## src/rtl/dmem_pkg.sv

```systemverilog
// Shared types and helpers for the MEM-stage data-memory access unit.
`timescale 1ns/1ps
package dmem_pkg;

    typedef enum logic [1:0] {
        IDLE,
        BUSY,
        DONE
    } state_t;

    localparam logic [2:0] F3_B  = 3'b000;
    localparam logic [2:0] F3_H  = 3'b001;
    localparam logic [2:0] F3_W  = 3'b010;
    localparam logic [2:0] F3_BU = 3'b100;
    localparam logic [2:0] F3_HU = 3'b101;

    // funct3[1:0] carries the access size for both signed and unsigned loads.
    function automatic logic [3:0] be_gen(input logic [2:0] funct3, input logic [1:0] addr_lo);
        logic [3:0] be;
        case (funct3[1:0])
            2'b00:   be = 4'b0001 << addr_lo;
            2'b01:   be = addr_lo[1] ? 4'b1100 : 4'b0011;
            default: be = 4'b1111;
        endcase
        return be;
    endfunction

endpackage

```

## src/rtl/dmem_access_unit_load_extend.sv

```systemverilog
// Selects the addressed byte/half lane of a bus read word and sign- or zero-extends it.
`timescale 1ns/1ps
module load_extend
    import dmem_pkg::*;
(
    input  logic [31:0] rdata_i,
    input  logic [1:0]  offset_i,
    input  logic [2:0]  funct3_i,
    output logic [31:0] result_o
);

    logic [7:0]  lanes [4];
    logic [7:0]  byte_sel;
    logic [15:0] half_sel;

    genvar gi;
    generate
        for (gi = 0; gi < 4; gi++) begin : g_lane
            assign lanes[gi] = rdata_i[8*gi +: 8];
        end
    endgenerate

    always_comb begin
        byte_sel = lanes[offset_i];
        half_sel = offset_i[1] ? rdata_i[31:16] : rdata_i[15:0];
        case (funct3_i)
            F3_B:    result_o = {{24{byte_sel[7]}}, byte_sel};
            F3_BU:   result_o = {24'd0, byte_sel};
            F3_H:    result_o = {{16{half_sel[15]}}, half_sel};
            F3_HU:   result_o = {16'd0, half_sel};
            default: result_o = rdata_i;
        endcase
    end

endmodule

```

## src/rtl/dmem_access_unit.sv

```systemverilog
// MEM-stage data-memory access unit: turns RV32I loads/stores into byte-enabled
// word bus transactions, stalls until ack or timeout, and extends load data.
`timescale 1ns/1ps
module dmem_access_unit
    import dmem_pkg::*;
#(
    parameter int DM_ADDRESS = 9,
    parameter int DATA_W     = 32,
    parameter int TIMEOUT_W  = 4
) (
    input  logic                  clk,
    input  logic                  reset,
    input  logic                  mem_read,
    input  logic                  mem_write,
    input  logic [DM_ADDRESS-1:0] addr,
    input  logic [DATA_W-1:0]     wr_data,
    input  logic [2:0]            funct3,
    output logic [DATA_W-1:0]     rd_data,
    output logic                  stall,
    output logic                  misaligned,
    output logic                  bus_err,
    output logic                  bus_req,
    output logic                  bus_we,
    output logic [DM_ADDRESS-3:0] bus_addr,
    output logic [3:0]            bus_be,
    output logic [DATA_W-1:0]     bus_wdata,
    input  logic                  bus_ack,
    input  logic [DATA_W-1:0]     bus_rdata
);

    localparam logic [TIMEOUT_W-1:0] TIMEOUT_LIMIT = '1;

    state_t                state_q, state_d;
    logic [TIMEOUT_W-1:0]  cnt_q, cnt_d;
    logic                  req_q, req_d;
    logic                  we_q, we_d;
    logic [3:0]            be_q, be_d;
    logic [DM_ADDRESS-3:0] baddr_q, baddr_d;
    logic [DATA_W-1:0]     wdata_q, wdata_d;
    logic [DATA_W-1:0]     rd_q, rd_d;
    logic [2:0]            f3_q, f3_d;
    logic [1:0]            off_q, off_d;
    logic                  tout_q, tout_d;

    logic                  any_req, f3_legal, misal, req_err, req_misal, req_ok;
    logic [DATA_W-1:0]     wdata_rep;
    logic [DATA_W-1:0]     ext_data;

    load_extend u_load_extend (
        .rdata_i  (bus_rdata),
        .offset_i (off_q),
        .funct3_i (f3_q),
        .result_o (ext_data)
    );

    always_comb begin
        any_req   = mem_read | mem_write;
        f3_legal  = mem_write ? (funct3 inside {F3_B, F3_H, F3_W})
                              : (funct3 inside {F3_B, F3_H, F3_W, F3_BU, F3_HU});
        misal     = ((funct3[1:0] == 2'b01) && addr[0]) ||
                    ((funct3[1:0] == 2'b10) && (addr[1:0] != 2'b00));
        req_err   = any_req && ((mem_read && mem_write) || !f3_legal);
        req_misal = any_req && !req_err && misal;
        req_ok    = any_req && !req_err && !misal;
        case (funct3[1:0])
            2'b00:   wdata_rep = {4{wr_data[7:0]}};
            2'b01:   wdata_rep = {2{wr_data[15:0]}};
            default: wdata_rep = wr_data;
        endcase
    end

    always_comb begin
        state_d    = state_q;
        cnt_d      = cnt_q;
        req_d      = req_q;
        we_d       = we_q;
        be_d       = be_q;
        baddr_d    = baddr_q;
        wdata_d    = wdata_q;
        rd_d       = rd_q;
        f3_d       = f3_q;
        off_d      = off_q;
        tout_d     = 1'b0;
        stall      = 1'b0;
        misaligned = 1'b0;
        bus_err    = 1'b0;
        case (state_q)
            IDLE: begin
                if (any_req) begin
                    rd_d       = '0;
                    bus_err    = req_err;
                    misaligned = req_misal;
                end
                if (req_ok) begin
                    stall   = 1'b1;
                    req_d   = 1'b1;
                    we_d    = mem_write;
                    be_d    = be_gen(funct3, addr[1:0]);
                    baddr_d = addr[DM_ADDRESS-1:2];
                    wdata_d = wdata_rep;
                    f3_d    = funct3;
                    off_d   = addr[1:0];
                    cnt_d   = '0;
                    state_d = BUSY;
                end
            end
            BUSY: begin
                stall = 1'b1;
                cnt_d = cnt_q + 1'b1;
                if (bus_ack) begin
                    req_d   = 1'b0;
                    rd_d    = we_q ? '0 : ext_data;
                    state_d = DONE;
                end else if (cnt_d == TIMEOUT_LIMIT) begin
                    req_d   = 1'b0;
                    rd_d    = '0;
                    tout_d  = 1'b1;
                    state_d = DONE;
                end
            end
            DONE: begin
                // Request inputs are still those of the finished access; never re-issue.
                bus_err = tout_q;
                state_d = IDLE;
            end
            default: state_d = IDLE;
        endcase
    end

    always_ff @(posedge clk) begin
        if (reset) begin
            state_q <= IDLE;
            cnt_q   <= '0;
            req_q   <= 1'b0;
            we_q    <= 1'b0;
            be_q    <= '0;
            baddr_q <= '0;
            wdata_q <= '0;
            rd_q    <= '0;
            f3_q    <= '0;
            off_q   <= '0;
            tout_q  <= 1'b0;
        end else begin
            state_q <= state_d;
            cnt_q   <= cnt_d;
            req_q   <= req_d;
            we_q    <= we_d;
            be_q    <= be_d;
            baddr_q <= baddr_d;
            wdata_q <= wdata_d;
            rd_q    <= rd_d;
            f3_q    <= f3_d;
            off_q   <= off_d;
            tout_q  <= tout_d;
        end
    end

    assign rd_data   = rd_q;
    assign bus_req   = req_q;
    assign bus_we    = we_q;
    assign bus_addr  = baddr_q;
    assign bus_be    = be_q;
    assign bus_wdata = wdata_q;

endmodule
```

## config.mk

```make
export PLATFORM = sky130hd
export DESIGN_NAME = dmem_access_unit
export DESIGN_NICKNAME = d
export VERILOG_FILES = /design/src/rtl/dmem_pkg.sv /design/src/rtl/dmem_access_unit_load_extend.sv /design/src/rtl/dmem_access_unit.sv
export SDC_FILE = /design/constraint.sdc
export NUM_CORES = 1
export LEC_CHECK = 0
export CAP_MARGIN = 10
export CORE_ASPECT_RATIO = 0.7
export CORE_MARGIN = 2
export CORE_UTILIZATION = 44
export CTS_CLUSTER_SIZE = 24
export DETAILED_ROUTE_END_ITERATION = 10
export HOLD_SLACK_MARGIN = 0.1
export PLACE_DENSITY = 0.8
export SETUP_SLACK_MARGIN = 0.1
export SLEW_MARGIN = 20
export SYNTH_ARGS = -nofsm -noshare
export SYNTH_HDL_FRONTEND = slang
export SYNTH_SLANG_ARGS = --single-unit
```

## constraint.sdc

```tcl
create_clock -name clk -period 5.2 [get_ports clk]
set_input_delay 1.04 -clock clk [delete_from_list [all_inputs] [get_ports clk]]
set_output_delay 1.04 -clock clk [all_outputs]
set_load 0.1 [all_outputs]
```

==> results of run 1 <==
==> layer usage <==
metal	share of wire, %	wire [um]	track usage (%)
met1	44	5892	34.51
met5	0	0	0
met2	46	6065	39.17
met3	7.7	1021	6.915
met4	2.4	321	9.300
==> power by group <==
part	switching [W]	leakage (nW)	internal, W
clock network	0.000263	0.153	0.000435
logic	0.000384	1.35	0.000168
registers	0.0000258	0.724	0.000716
total	0.000673	2.23	0.00132
==> logic make-up (layout without fill, tap and decap cells) <==
group / after synthesis / after routing
mux: 22 / 22
buf+inv: 57 / 196
compound gates: 155 / 155
xor+xnor: 1 / 1
simple gates: 183 / 183
flops: 89 / 89
fa+ha+maj: 2 / 2
==> state kept, by name, summed over array words and instances (netlist names) <==
name and cells:
bus_addr 7, bus_be 4, bus_req 1, bus_wdata 32, bus_we 1, cnt_q 4
f3_q 3, off_q 2, rd_data 32, state_q 2, tout_q 1
==> synth_stat cells (all sizes together) (2+ instances only) <==
| master | instances | area share [%] |
|---|---|---|
| a32o | 3 | 0.71 |
| o2bb2ai | 8 | 2.1 |
| nor3 | 13 | 1.5 |
| nand2 | 89 | 7.9 |
| a211oi | 13 | 2.3 |
| clkbuf | 21 | 1.9 |
| a22o | 16 | 3.3 |
| a221o | 3 | 0.71 |
| mux4 | 4 | 2.1 |
| inv | 13 | 1.2 |
| a31oi | 6 | 0.89 |
| a311oi | 11 | 2.3 |
| nand2b | 26 | 3.8 |
| a21o | 5 | 0.89 |
| buf | 22 | 3.1 |
| o21a | 2 | 0.35 |
| a221oi | 6 | 1.4 |
| nor2 | 41 | 3.6 |
| o21ai | 24 | 2.8 |
| a21oi | 45 | 5.3 |
| ha | 2 | 0.59 |
| dfxtp | 89 | 42 |
| mux2i | 17 | 4.0 |
| nand3 | 3 | 0.35 |
| o22ai | 3 | 0.44 |
| o211ai | 8 | 1.4 |
| nor2b | 4 | 0.59 |
==> worst min-delay path: stages (launching register included) <==
cell and delay [ns]:
dfxtp_1 0.31, nand2_1 0.05, a21oi_1 0.05
==> area by class of cell <==
type                            count  area, um^2  share of cell area (%)
Multi-Input combinational cell    363        2203                   35.75
Sequential cell                    89        1783                   28.93
Timing Repair Buffer              166        1647                   26.72
Clock buffer                       12       246.5                   3.999
Tap cell                          124       155.1                   2.517
Clock inverter                      4       76.32                   1.238
Inverter                           14       52.55                  0.8526
==> per-stage QoR <==
step / std cells / area [um^2]
after floorplan: 509 / 4239
after global placement: 756 / 5836
after detailed placement: 756 / 5836
after CTS: 772 / 6158
after global routing: 772 / 6163
final: 772 / 6163
==> path summary, 6_finish.rpt <==
check,startpoint,end,slack (ns),depth (start not counted)
worst max-delay path,funct3[0],stall,0.92,8
worst min-delay path,bus_wdata[28]$_SDFFE_PP0P_,bus_wdata[28]$_SDFFE_PP0P_,0.46,2
worst max register to register,state_q[0]$_SDFFE_PP0P_,rd_data[16]$_SDFFE_PP0P_,2.85,4
worst min register to register,bus_wdata[28]$_SDFFE_PP0P_,bus_wdata[28]$_SDFFE_PP0P_,0.46,2
==> layout by cell type (no fill, tap or decap), drive strengths merged, types with 2 or more instances in the layout <==
master	Yosys	layout
a221oi	6	6
a21oi	45	45
clkinv	1	2
dfxtp	89	89
buf	22	10
mux4	4	4
a32o	3	3
o21a	2	2
o211ai	8	8
o22ai	3	3
a22o	16	16
a21o	5	5
a31oi	6	6
bufinv	0	2
a311oi	11	11
nand3	3	3
ha	2	2
o21ai	24	24
nor2	41	41
nor2b	4	4
nand2	89	89
a211oi	13	13
mux2i	17	17
inv	13	13
nand2b	26	26
o2bb2ai	8	8
clkbuf	21	12
a221o	3	3
nor3	13	13
clkdlybuf4s50	0	156
==> results.md, run 1 <==
- CP endpoint kind: output port
- CTS Buf Count: 9
- Critical path required time: 4.16 ns
- Mux cell area share after synthesis: approximately 6.4%
- GR Overflow Total: 0
- # IOs: between 150 and 200
- Final ANT Viol Nets: 0
- Final setup viols: 0
- Gpl congestion: 0.9194
- CTS tree: built
- Final hold vios: 0
- Mapped Cells: 509
- Core Region: 9216 um^2
- Layout area overhead: 45.40%
- HP Class: flop to flop
- Bufs and invs on worst path: 4
- Setup CP Type: primary input to output port
- Peak VDD IR: 0.0001986 V
- Die Area: 10450 um^2
- Post-synthesis compound-gate area fraction: 25.38%
- Number of setup buffers added after CTS: 0
- Async set-reset flop share out of synthesis: 0%
- Post-synthesis xor/xnor area fraction: 0.2066%
- Dpl ws: 0.9639 ns
- Slew @ Worst Pin: 1.023 ns
- Synth Cell Area: 4239 um^2
- Largest net degree at the start of global routing: 70
- Vias: 4233
- Startpoint type of the worst setup path: primary input
- Post-Route WL: 13300 um
- First-pass GRT wire length: 20800 um
- Worst hold margin: around 0.46 ns
- Number of flops mapped to enable cells by yosys: 0
- Pwr Total: 0.001991 W
- Setup total negative slack: 0 ns
- Nets: 726
- Main combinational cell family by area after synthesis: compound AO/OA/AOI/OAI gates
- Dominant synthesized flop cell: dfxtp_1
- Power per cell area: 323.1 nW/um^2
- Initial antenna violation count: 0
- Status: completed
- Syn Nets: 592
- Most used cell, CP: buf_4
- Leakage power: 2.230 nW
- Diode count: 0
- Share of layout cells above drive strength 1: just under 6%
- CP Data Arrival Time: between 3 and 4 ns
- Number of global-route vias before repair: approximately 4000
- CP peak stage delay: 0.66 ns
- Pre-antenna DRT Iters: 8
- Worst Clk Skew: about 0.0039 ns
- Iter 0 DRT Violations: 429
- # port buffers: 160
- Crit-path max FO: 35
- Fill count: 771
- Htree depth: 3
- Final min period: around 4.3 ns
- Synthesis-stage register bit count: around 90
- Clock transition at the registers of the reported paths: 0.06 ns
- Sequential share of the synthesized area: between 40% and 50%
- GRT Total Usage: 25.49%
- Util after Layout: 66.87%
- Row cnt: 29
- Simple-Gate Fraction of Synth Area: 19.19%
- Bufs on Longest Clock Path: 2
- Chip Width: 121.3 um
- Slew Limit Fails: 0
- Clk Latency, worst-skew pair: about 0.34 ns
- PostCTS Resize Cnt: 0
- Rel. slew slack: about a third
- Hold buffers post-CTS: 0
- Synth cell types: 44
- CP cell instances: clkdlybuf4s50_1, buf_4, and3b_1, a21oi_1, nand3_1, buf_4, nand2_1, buf_12
- HPWL after DPL: 9904 um
- Vias/cell: between 5 and 6
- Clock Tree Root: clkbuf_16
- Die Ht: 86.12 um
- Yosys warns: 0
- Post-synthesis adder-cell area fraction: 0.5903%
- Syn avg cell area: 8.328 um^2
- Initial Util: 46.00%
- Final routed DRC violation total: 0
- Slowest-stage cell, CP: clkdlybuf4s50_1
- Max-Cap Viols: 0
- Setup slack after layout: 0.9165 ns
- Worst path top cell family by delay: buffers and inverters
- Drt wl/cell: approximately 17 um
- Peak Freq: 233.5 MHz
- # clock sinks: 89
- Fin crit share: 82.37%
- RSZ-0062 raised after global routing: false
No activity file was read; power rests on OpenSTA's default activity.
==> run 2, diff against run 1 <==
--- a/config.mk
+++ b/config.mk
@@ -8,11 +8,11 @@
 export CAP_MARGIN = 10
 export CORE_ASPECT_RATIO = 0.7
 export CORE_MARGIN = 2
-export CORE_UTILIZATION = 44
+export CORE_UTILIZATION = 40
 export CTS_CLUSTER_SIZE = 24
 export DETAILED_ROUTE_END_ITERATION = 10
 export HOLD_SLACK_MARGIN = 0.1
-export PLACE_DENSITY = 0.8
+export PLACE_DENSITY = 0.77
 export SETUP_SLACK_MARGIN = 0.1
 export SLEW_MARGIN = 20
 export SYNTH_ARGS = -nofsm -noshare
==> constraint.sdc (replaced) <==
create_clock -name clk -period 3.6 [get_ports clk]
set_input_delay 0.72 -clock clk [delete_from_list [all_inputs] [get_ports clk]]
set_output_delay 0.72 -clock clk [all_outputs]
set_load 0.1 [all_outputs]
==> run 2 against run 1 <==
- clock skew barely moved
- largest power group unchanged
- clock-buffer cell count did not move
- core utilization fell by 6.9 points
- critical path depth fell by 2
- register-to-register slack got worse by 1.6 ns
==> results.md, run 2 (synthesis results as in run 1) <==
- Commonest cells after routing, fill and taps aside: 155 x clkdlybuf4s50_1, 89 x nand2_1, 89 x dfxtp_1
- Startpoint type of the worst setup path: primary input
- Chip Width: 127.0 um
- Final ANT Viol Nets: 0
- CP Data Arrival Time: 2.36 ns
- Setup total negative slack: 0 ns
- # port buffers: 160
- Final min period: 3.076 ns
- Core Region: roughly 10000 um^2
- Gpl congestion: 0.9361
- Power per cell area: 448.0 nW/um^2
- Final setup viols: 0
- Layout area overhead: 45.99%
- First-pass GRT wire length: 21790 um
- Clk Latency, worst-skew pair: 0.33 ns
- Clock Tree Root: clkbuf_16
- Bufs and invs on worst path: 3
- GR Overflow Total: 0
- Slew Limit Fails: 0
- Crit-path max FO: 11
- Commonest non-fill, non-tap cell in the layout: clkdlybuf4s50_1
- Iter 0 DRT Violations: between 400 and 500
- Die Ht: 90.13 um
- Setup slack after layout: between 0.5 and 0.6 ns
- CTS Buf Count: 9
- Die Area: 11450 um^2
- Share of layout cells above drive strength 1: approximately 6.7%
- Vias/cell: 5.469
- Hold buffers post-CTS: 0
- Number of setup buffers added after CTS: 0
- Peak Freq: roughly 330 MHz
- Rel. slew slack: 31.17%
- Fill count: between 800 and 900
- Slowest-stage cell, CP: clkdlybuf4s50_1
- Worst path top cell family by delay: buffers and inverters
- Initial antenna violation count: 0
- Vias: 4293
- Pre-antenna DRT Iters: 5
- Area of the multi-input gates: 2200 um^2
- Dpl ws: approximately 0.57 ns
- Worst hold margin: ~0.45 ns
- # IOs: 161
- CP cell instances: clkdlybuf4s50_1, buf_4, a221oi_2, nand3_1, nand2_1, buf_12
- Bufs on Longest Clock Path: 2
- Worst Clk Skew: ~0.004 ns
- CP endpoint kind: output port
- Register area: 1782 um^2
- Leakage power: ~2.3 nW
- Nets: roughly 730
- Final routed DRC violation total: 0
- GRT Total Usage: 23.87%
- Diode count: 0
- Htree depth: 3
- Final hold vios: 0
- Initial Util: 41.09%
- PostCTS Resize Cnt: 0
- Post-Route WL: 13650 um
- Drt wl/cell: around 17 um
- Number of global-route vias before repair: ~4100
- Peak VDD IR: 0.0002534 V
- Fin crit share: 85.45%
- Critical path required time: 2.88 ns
- Max-Cap Viols: 0
- Row cnt: 31
- Status: completed
- Largest net degree at the start of global routing: 52
- HPWL after DPL: a little over 10000 um
- # clock sinks: 89
- HP Class: flop to flop
- CP peak stage delay: 0.45 ns
- Setup CP Type: primary input to output port
- Clock transition at the registers of the reported paths: ~0.060 ns
- RSZ-0062 raised after global routing: false
- CTS tree: built
- Slew @ Worst Pin: 1.029 ns
[run 2: cell count changes in the layout (fill, tap and decap cells not counted), moves of 2 or more]
cell and delta:
buf_12 +2, clkinv_2 +2, bufinv_16 -2, buf_4 +4
[run 2: per-stage QoR]
stage	cells	utilization [%]	total power (W)	cell area [um^2]
final	785	59.98	0.002773	6188
after global routing	785	59.98	0.002872	6188
after CTS	785	59.98	0.002780	6188
after detailed placement	769	57.24	0.001895	5906
after global placement	769	57.24	0.001885	5906
after floorplan	509	-	0.001638	4239
[run 2: report_power, final]
group | internal, W | switching (W)
registers | 0.00103 | 0.0000378
clock network | 0.000506 | 0.000387
logic | 0.000251 | 0.000558
total | 0.00179 | 0.000982
[run 2: final cells by class]
class,count,share of cell area [%]
clock buffers,12,4.145
clock inverters,4,0.4246
inverters,14,0.8492
multi-input cells,363,35.54
flip-flops and latches,89,28.79
well taps,132,2.669
repair buffers,171,27.58
[run 2: per-layer routing]
metal	vias to the layer above	part of all wire (%)	global-route usage, %
met1	2009	46	33.86
met2	171	44	35.66
li1	2090	-	-
met3	23	7.7	5.952
met4	0	2.2	7.509
met5	-	0	0
[run 2: worst paths after layout]
path / startpoint / to / slack (ns) / depth (start not counted)
worst max register to register: off_q[1]$_SDFFE_PP0P_ / rd_data[8]$_SDFFE_PP0P_ / 1.25 / 5
worst max-delay path: funct3[1] / stall / 0.52 / 6
worst min-delay path: rd_data[14]$_SDFFE_PP0P_ / rd_data[14]$_SDFFE_PP0P_ / 0.45 / 1
worst min register to register: rd_data[14]$_SDFFE_PP0P_ / rd_data[14]$_SDFFE_PP0P_ / 0.45 / 1
[run 2: worst reg2reg max path: cells and delay by family, from the launching register on]
family          cells  cell delay [ns]
compound gates      3             0.80
buf+inv             1             0.34
flops               1             0.55
mux                 1             0.55
==> run 3, diff against run 2 <==
--- a/config.mk
+++ b/config.mk
@@ -5,14 +5,16 @@
 export SDC_FILE = /design/constraint.sdc
 export NUM_CORES = 1
 export LEC_CHECK = 0
+export ABC_AREA = 1
 export CAP_MARGIN = 10
 export CORE_ASPECT_RATIO = 0.7
 export CORE_MARGIN = 2
-export CORE_UTILIZATION = 40
+export CORE_UTILIZATION = 42
+export CTS_BUF_LIST = sky130_fd_sc_hd__clkbuf_2 sky130_fd_sc_hd__clkbuf_4 sky130_fd_sc_hd__clkbuf_8
 export CTS_CLUSTER_SIZE = 24
 export DETAILED_ROUTE_END_ITERATION = 10
 export HOLD_SLACK_MARGIN = 0.1
-export PLACE_DENSITY = 0.77
+export PLACE_DENSITY = 0.79
 export SETUP_SLACK_MARGIN = 0.1
 export SLEW_MARGIN = 20
 export SYNTH_ARGS = -nofsm -noshare
==> run 3 against run 2 <==
- fmax up 7.3%
- design area is 3.9% higher
- cell count increased by 28%
- first-iteration DRC count increased by 6.9%
- setup slack improved by 0.21 ns
- via count rose by 18%
- clock power decreased by 8.6%
- hold slack gained 0.019 ns
- sequential share of layout area is 1.1 points lower
- total power rose by 0.49%
==> results.md, run 3 <==
- HPWL after DPL: 10230 um
- Synthesis-stage register bit count: 89
- Util after Layout: 61.63%
- PostCTS Resize Cnt: 0
- CTS tree: built
- Fin crit share: 79.65%
- Fill count: 962
- Clock transition at the registers of the reported paths: 0.10 ns
- GRT Total Usage: 23.98%
- Final routed DRC violation total: 0
- Slew Limit Fails: 0
- Mapped Cells: between 700 and 800
- First-pass GRT wire length: 22470 um
- Commonest non-fill, non-tap cell in the layout: nand2_1
- Startpoint type of the worst setup path: primary input
- Largest area contributor in the netlist: dfxtp_1
- Worst Clk Skew: 0.01264 ns
- Htree depth: 3
- Post-Route WL: around 14000 um
- Crit-path max FO: 9
- Nets: about 950
- Clock Tree Root: clkbuf_8
- Yosys warns: 0
- Number of setup buffers added after CTS: 0
- Slew @ Worst Pin: between 1 and 1.5 ns
- # IOs: 161
- Synth area leaders: dfxtp_1 39%, nand2_1 20%, a21oi_1 10%, nor2_1 7.2%, nand3_1 6.7%
- Max-Cap Viols: 0
- Share of layout cells above drive strength 1: 5.172%
- Vias: 5048
- Sequential share of the synthesized area: between 30% and 40%
- # port buffers: 160
- Peak VDD IR: 0.0002120 V
- Leakage power: 2.660 nW
- Status: completed
- Async set-reset flop share out of synthesis: 0%
- Dominant synthesized flop cell: dfxtp_1
- Most numerous cell in the Yosys netlist: nand2_1
- Clk Latency, worst-skew pair: 0.36 ns
- Core Region: approximately 10000 um^2
- Rel. slew slack: approximately a third
- CP endpoint kind: output port
- Bufs on Longest Clock Path: 2
- Die Area: 11700 um^2
- Layout area overhead: 41.30%
- Pwr Total: 0.002786 W
- Commonest cells after routing, fill and taps aside: 242 x nand2_1, 155 x clkdlybuf4s50_1, 93 x a21oi_1
- Gpl congestion: 0.8798
- Setup CP Type: primary input to output port
- HP Class: flop to flop
- Diode count: 0
- CP Data Arrival Time: 2.15 ns
- Post-synth top area share: slightly below 40%
- Setup total negative slack: 0 ns
- Syn avg cell area: between 6 and 7 um^2
- Die Ht: about 90 um
- Chip Width: 128.4 um
- Initial antenna violation count: 0
- Commonest cells in the netlist: 243 x nand2_1, 93 x a21oi_1, 89 x dfxtp_1
- CP cell instances: clkdlybuf4s50_1, nor2_1, inv_2, nand3_2, nor3_2, buf_12
- Power per cell area: approximately 430 nW/um^2
- Pre-antenna DRT Iters: 5
- Syn Nets: 807
- Critical path required time: 2.88 ns
- Drt wl/cell: 14.15 um
- Final hold vios: 0
- Row cnt: 31
- # clock sinks: 89
- Final ANT Viol Nets: 0
- Vias/cell: a little over 5
- Number of flops mapped to enable cells by yosys: 0
- CTS Buf Count: 9
- CP peak stage delay: around 0.60 ns
- Hold buffers post-CTS: 0
- Final setup viols: 0
- Final min period: 2.867 ns
- Slowest-stage cell, CP: clkdlybuf4s50_1
- Number of global-route vias before repair: 4518
- Synth Cell Area: 4551 um^2
- Largest net degree at the start of global routing: 63
- RSZ-0062 raised after global routing: false
- Synth cell types: 23
- Initial Util: a little over two fifths
- Worst hold margin: 0.4671 ns
- GR Overflow Total: 0
- Iter 0 DRT Violations: between 400 and 500
- Peak Freq: 348.8 MHz
[run 3: changes by cell type after synthesis, moves of 17 or more]
| cell | change |
|---|---|
| nand2b_1 | -26 |
| inv_1 | +39 |
| a21oi_1 | +48 |
| nand2_1 | +154 |
| nand3_1 | +58 |
| nor2_1 | +46 |
| mux2i_1 | -17 |
[run 3: kinds of logic (layout without fill, tap and decap cells)]
family	count (synthesis)	count (layout)	share of synthesized area (%)
compound gates	132	132	14.52
fa+ha+maj	2	2	0.5498
buf+inv	95	241	9.623
flops	89	89	39.15
simple gates	406	406	36.16
[run 3: report_power, final]
part / total [W] / leakage (nW) / internal [W] / switching, W
Combinational: 0.000896 / 1.82 / 0.000263 / 0.000633
Clock: 0.000816 / 0.119 / 0.000422 / 0.000395
Sequential: 0.00107 / 0.724 / 0.00104 / 0.0000383
Total: 0.00279 / 2.66 / 0.00172 / 0.00107
[run 3: path summary, 6_finish.rpt]
path / start / to / slack, ns / cells after the start
worst max-delay path: funct3[0] / misaligned / 0.73 / 6
worst min-delay path: rd_data[21]$_SDFFE_PP0P_ / rd_data[21]$_SDFFE_PP0P_ / 0.47 / 2
worst max register to register: state_q[1]$_SDFFE_PP0P_ / bus_wdata[28]$_SDFFE_PP0P_ / 1.62 / 9
worst min register to register: rd_data[21]$_SDFFE_PP0P_ / rd_data[21]$_SDFFE_PP0P_ / 0.47 / 2
[run 3: through the flow]
stage / worst slack (ns) / cell area [um^2] / instances
after floorplan: 0.4498 / 4556 / 724
final: 0.7327 / 6430 / 1002
after CTS: 0.7307 / 6430 / 1002
after detailed placement: 0.6184 / 6195 / 986
after global routing: 0.6179 / 6430 / 1002
after global placement: 0.6926 / 6195 / 986
[run 3: routing by layer]
layer  track usage, %  share of wire, %  vias up
met5                0                 0        -
met4            4.396              0.58        0
met3            7.366               9.3       10
met2            33.82                40      203
met1            35.82                50     2249
li1                 -                 -     2586
[run 3: layout make-up]
class / count / area, um^2 / area share [%]
clock buffer: 10 / 137.6 / 2.140
clock inverter: 6 / 97.59 / 1.518
inverter: 54 / 202.7 / 3.152
multi-input combinational: 540 / 2338 / 36.37
sequential: 89 / 1782 / 27.71
tap: 132 / 165.2 / 2.569
timing repair buffer: 171 / 1707 / 26.54
[run 3: critical path: cells and delay by family]
family / cells / cell delay (ns)
buffers and inverters: 3 / 0.96
AND/OR/NAND/NOR: 3 / 0.45
